### src/rtl/seq_detector_prog.sv
// Runtime-programmable serial bit-pattern detector with overlapping or
// non-overlapping detection and a saturating match counter.
module seq_detector_prog #(
  parameter int               MAX_W   = 8,
  parameter logic [MAX_W-1:0] DEF_PAT = MAX_W'(8'h0B),
  parameter int               DEF_LEN = 4,
  parameter bit               OVERLAP = 1'b1,
  parameter int               CNT_W   = 8
) (
  input  logic                         clk,
  input  logic                         rst,
  input  logic                         din_valid,
  input  logic                         din,
  input  logic                         cfg_load,
  input  logic [MAX_W-1:0]             cfg_pattern,
  input  logic [$clog2(MAX_W+1)-1:0]   cfg_len,
  input  logic                         cnt_clr,
  output logic                         match,
  output logic [CNT_W-1:0]             match_cnt,
  output logic                         cnt_sat
);

  localparam int               LEN_W = $clog2(MAX_W + 1);
  localparam logic [LEN_W-1:0] MAX_L = LEN_W'(MAX_W);

  // Out-of-range lengths fold into the legal range 1..MAX_W.
  function automatic logic [LEN_W-1:0] clamp_len(input logic [LEN_W-1:0] l);
    if (l == '0) return LEN_W'(1);
    if (l > MAX_L) return MAX_L;
    return l;
  endfunction

  function automatic logic [MAX_W-1:0] len_mask(input logic [LEN_W-1:0] l);
    logic [MAX_W-1:0] m;
    for (int i = 0; i < MAX_W; i++) begin
      m[i] = (LEN_W'(i) < l);
    end
    return m;
  endfunction

  localparam logic [LEN_W-1:0] RST_LEN = clamp_len(LEN_W'(DEF_LEN));

  logic [MAX_W-1:0] hist_q, hist_d;
  logic [LEN_W-1:0] fill_q, fill_d;
  logic [MAX_W-1:0] pat_q,  pat_d;
  logic [LEN_W-1:0] len_q,  len_d;
  logic             match_q, match_d;
  logic [CNT_W-1:0] cnt_q,  cnt_d;

  logic [MAX_W-1:0] hist_shift;
  logic [LEN_W-1:0] fill_inc;
  logic [LEN_W-1:0] new_len;
  logic             hit;

  always_comb begin
    hist_shift = {hist_q[MAX_W-2:0], din};
    fill_inc   = (fill_q == MAX_L) ? fill_q : fill_q + LEN_W'(1);
    new_len    = clamp_len(cfg_len);
    // pat_q is stored pre-masked, so only the history needs masking here.
    hit        = din_valid && (fill_inc >= len_q) &&
                 ((hist_shift & len_mask(len_q)) == pat_q);
  end

  always_comb begin
    hist_d  = hist_q;
    fill_d  = fill_q;
    pat_d   = pat_q;
    len_d   = len_q;
    match_d = 1'b0;
    if (cfg_load) begin
      pat_d  = cfg_pattern & len_mask(new_len);
      len_d  = new_len;
      hist_d = '0;
      fill_d = '0;
    end else if (din_valid) begin
      hist_d  = hist_shift;
      fill_d  = (hit && !OVERLAP) ? '0 : fill_inc;
      match_d = hit;
    end
  end

  // Clear beats increment; the count tracks the match register update.
  always_comb begin
    cnt_d = cnt_q;
    if (cnt_clr) begin
      cnt_d = '0;
    end else if (match_d && (cnt_q != {CNT_W{1'b1}})) begin
      cnt_d = cnt_q + CNT_W'(1);
    end
  end

  always_ff @(posedge clk or negedge rst) begin
    if (!rst) begin
      hist_q  <= '0;
      fill_q  <= '0;
      pat_q   <= DEF_PAT & len_mask(RST_LEN);
      len_q   <= RST_LEN;
      match_q <= 1'b0;
      cnt_q   <= '0;
    end else begin
      hist_q  <= hist_d;
      fill_q  <= fill_d;
      pat_q   <= pat_d;
      len_q   <= len_d;
      match_q <= match_d;
      cnt_q   <= cnt_d;
    end
  end

  assign match     = match_q;
  assign match_cnt = cnt_q;
  assign cnt_sat   = &cnt_q;

endmodule

### config.mk
export PLATFORM = sky130hd
export DESIGN_NAME = seq_detector_prog
export DESIGN_NICKNAME = d
export VERILOG_FILES = /design/src/rtl/seq_detector_prog.sv
export SDC_FILE = /design/constraint.sdc
export NUM_CORES = 1
export LEC_CHECK = 0
export CELL_PAD_IN_SITES_DETAIL_PLACEMENT = 0
export CELL_PAD_IN_SITES_GLOBAL_PLACEMENT = 2
export CORE_ASPECT_RATIO = 1.75
export CORE_MARGIN = 4
export CORE_UTILIZATION = 40
export DETAILED_ROUTE_END_ITERATION = 7
export DONT_BUFFER_PORTS = 1
export PLACE_DENSITY = 0.89
export SLEW_MARGIN = 20
export SYNTH_ARGS = -nofsm -noshare
export SYNTH_HDL_FRONTEND = slang
export SYNTH_SLANG_ARGS = --single-unit
export TNS_END_PERCENT = 20
### constraint.sdc
create_clock -name clk -period 6.55 [get_ports clk]
set_input_delay 1.31 -clock clk [delete_from_list [all_inputs] [get_ports clk]]
set_output_delay 1.31 -clock clk [all_outputs]
set_load 0.1 [all_outputs]
==> reports/metrics.cfg <==
[detailed_routing]
firstDrtPassIters=5
wl_per_cell_um=15.5
drc=0
drtAntennaViolNets=0
vias=1379
drt_wl_total_um=3880
routed_via_density=5.52
drtIter0Drc=102

[timing]
setup_tns_ns=0
finalSetupViolCount=0
drv_slew=0
max_freq_mhz=287
worstMarginPinSlew_ns=1.05
post-route-worst-setup-slack_ns=3.06
fin_worst_skew_ns=0.00185
finalHoldViolCount=0
maxSlewHeadroom=0.301
rsz0062_at_grt=false
fin_crit_ns=3.49
fin_crit_sh=0.533

[worst_setup_path]
cp_data_arrival_time_ns=2.18
critPathKind=flop to output port
cp_data_required_time_ns=5.24
cp-start-kind=flop
path_max_fanout=7
critPathCaptureType=output port

[global_route]
gr-total-overflow=0
grt_max_degree=35
antenna_found_initial=0
grt_pass1_wl_um=6600
grt_pass1_vias=1471
grt_use_total=0.144

[pwr]
power_density_nw_per_um2=232
power_leakage_uw=0.000863
vdd_drop_max_mv=0.178

[die]
start_util=0.421
die_area_sq_um=5920
rows=32
core_sq_um=4480
ioPinCount=28
die_h_um=98.9
die_x_um=59.9

[run_status]
outcome=finished, final reports clean

[clock_network]
cts_hold_buf=0
path_clk_slew_ns=0.06
ctsResizeCount=0
clock_latency_ns=0.28
clockBufferDepth=2
h-tree-depth=2
cts_tree=built
post_cts_buffers=0
cts_buffers=5
cts_sinks=32
clockRootBuffer=clkbuf_8

[synthesis]
ys_ff_latch=32
synth_warnings=0
synth_mux_area_frac=0.0836
synthDistinctLibCells=46
ys_seq_area_frac=0.427
synthAdderAreaFrac=0.0464
avgSynthCellArea_sq_um=9.43
synth-edff-count=0
synth_fp_nets=225
synth-simple-area-share=0.198
synthCells=200
mappedNetlistArea_sq_um=1890
synth_top_family_by_area=simple AND/OR/NAND/NOR gates
synth-async-reset-ratio=1.00
synth_area_leader_cell=dfrtp_1
synth-compound-area-share=0.149
synth_xor_area_frac=0.0418
synthFlopType=dfrtp_1
synth.area.top_cells=dfrtp_1 (37%), dfstp_2 (5.6%), mux2i_1 (4.8%)
synth_top_area_frac=0.371

[cells_and_area]
fin_area_sq_um=2040
syn_to_final_growth_pct=8.16
final_cell_mix=dfrtp_1 (28), nor2_1 (22), inv_1 (15)
ff_latch_area_sq_um=806
n_antenna_cell=0
multi_input_comb_area_sq_um=981
layout.nets=223
drive_above_1_share=0.146
final_common_cell=dfrtp_1
fill_cells=424

[placement]
pre_cts_slack_ns=3.34
io_buffers=0
gp_congestion=0.878
dpl_cell_area_sq_um=1910
hpwl_um=2980

[hold_path]
min-delay-path-class=flop to flop

[job]
drv_cap=0

[layout make-up]
class	instances	share of cell area
tap	51	0.0313
clock inverter	1	0.0147
timing repair buffer	1	0.00368
multi-input combinational	143	0.481
sequential	32	0.395
clock buffer	7	0.0472
inverter	15	0.0276
[report_power, final]
part / internal, uW / total [uW] / switching (uW)
clock network: 134 / 205 / 70.9
logic: 24.0 / 48.6 / 24.6
registers: 208 / 220 / 12.0
total: 367 / 474 / 108
[cells in the mapped netlist, types with 2 or more instances]
cell type,n
a211oi_1,2
a21oi_1,9
a31oi_1,2
clkbuf_1,7
dfrtp_1,28
dfstp_2,4
ha_1,7
inv_1,15
mux2_2,5
mux2i_1,9
nand2_1,9
nand3_1,11
nand3b_1,2
nand4_1,2
nand4b_1,2
nor2_1,23
nor2b_1,4
nor3_1,4
o211ai_1,2
o21a_1,3
o21ai_0,12
o22ai_1,3
o31ai_1,3
or2_2,2
or4_1,2
xnor2_1,8
[kinds of logic after synthesis]
logic type,after synthesis
simple gates,70
compound gates,42
flops,32
buf+inv,25
mux,15
xor+xnor,9
fa+ha+maj,7
[layer usage]
| metal | track usage | vias up | wire length [um] |
|---|---|---|---|
| met2 | 0.246 | 39 | 2030 |
| met1 | 0.160 | 640 | 1530 |
| met5 | 0 | - | 0 |
| met3 | 0.0393 | 7 | 224 |
| met4 | 0.0648 | 0 | 92 |
| li1 | - | 693 | - |
[state kept, by name (all words and copies together), names as in the netlist]
name       count
fill_q         4
hist_q         7
len_q          4
match          1
match_cnt      8
pat_q          8
[critical path, stage by stage (launching register included)]
cell and delay [ns]:
dfrtp_1 0.97, ha_1 0.37, nand3_1 0.11, nor2_2 0.13, buf_4 0.33
[stage by stage]
step,power [uW],cells,util,hold slack [ns]
finish,474,250,0.455,0.489
detailed placement,273,242,0.427,0.478
CTS,479,250,0.455,0.488
floorplan,269,200,-,0.455
global placement,271,242,0.427,0.475
global route,493,250,0.455,0.518
[final timing paths]
check	startpoint	endpoint	slack, ns	depth (start not counted)
max	match_cnt[1]	cnt_sat	3.06	4
min in group asynchronous	rst	fill_q[2]	0.72	0
max reg2reg	match_cnt[0]	match_cnt[5]	3.71	8
min reg2reg	pat_q[3]	pat_q[3]	0.49	2
min	pat_q[3]	pat_q[3]	0.49	2
max in group asynchronous	rst	pat_q[3]	5.65	0
Note: power is estimated with default switching activity, not from simulation.
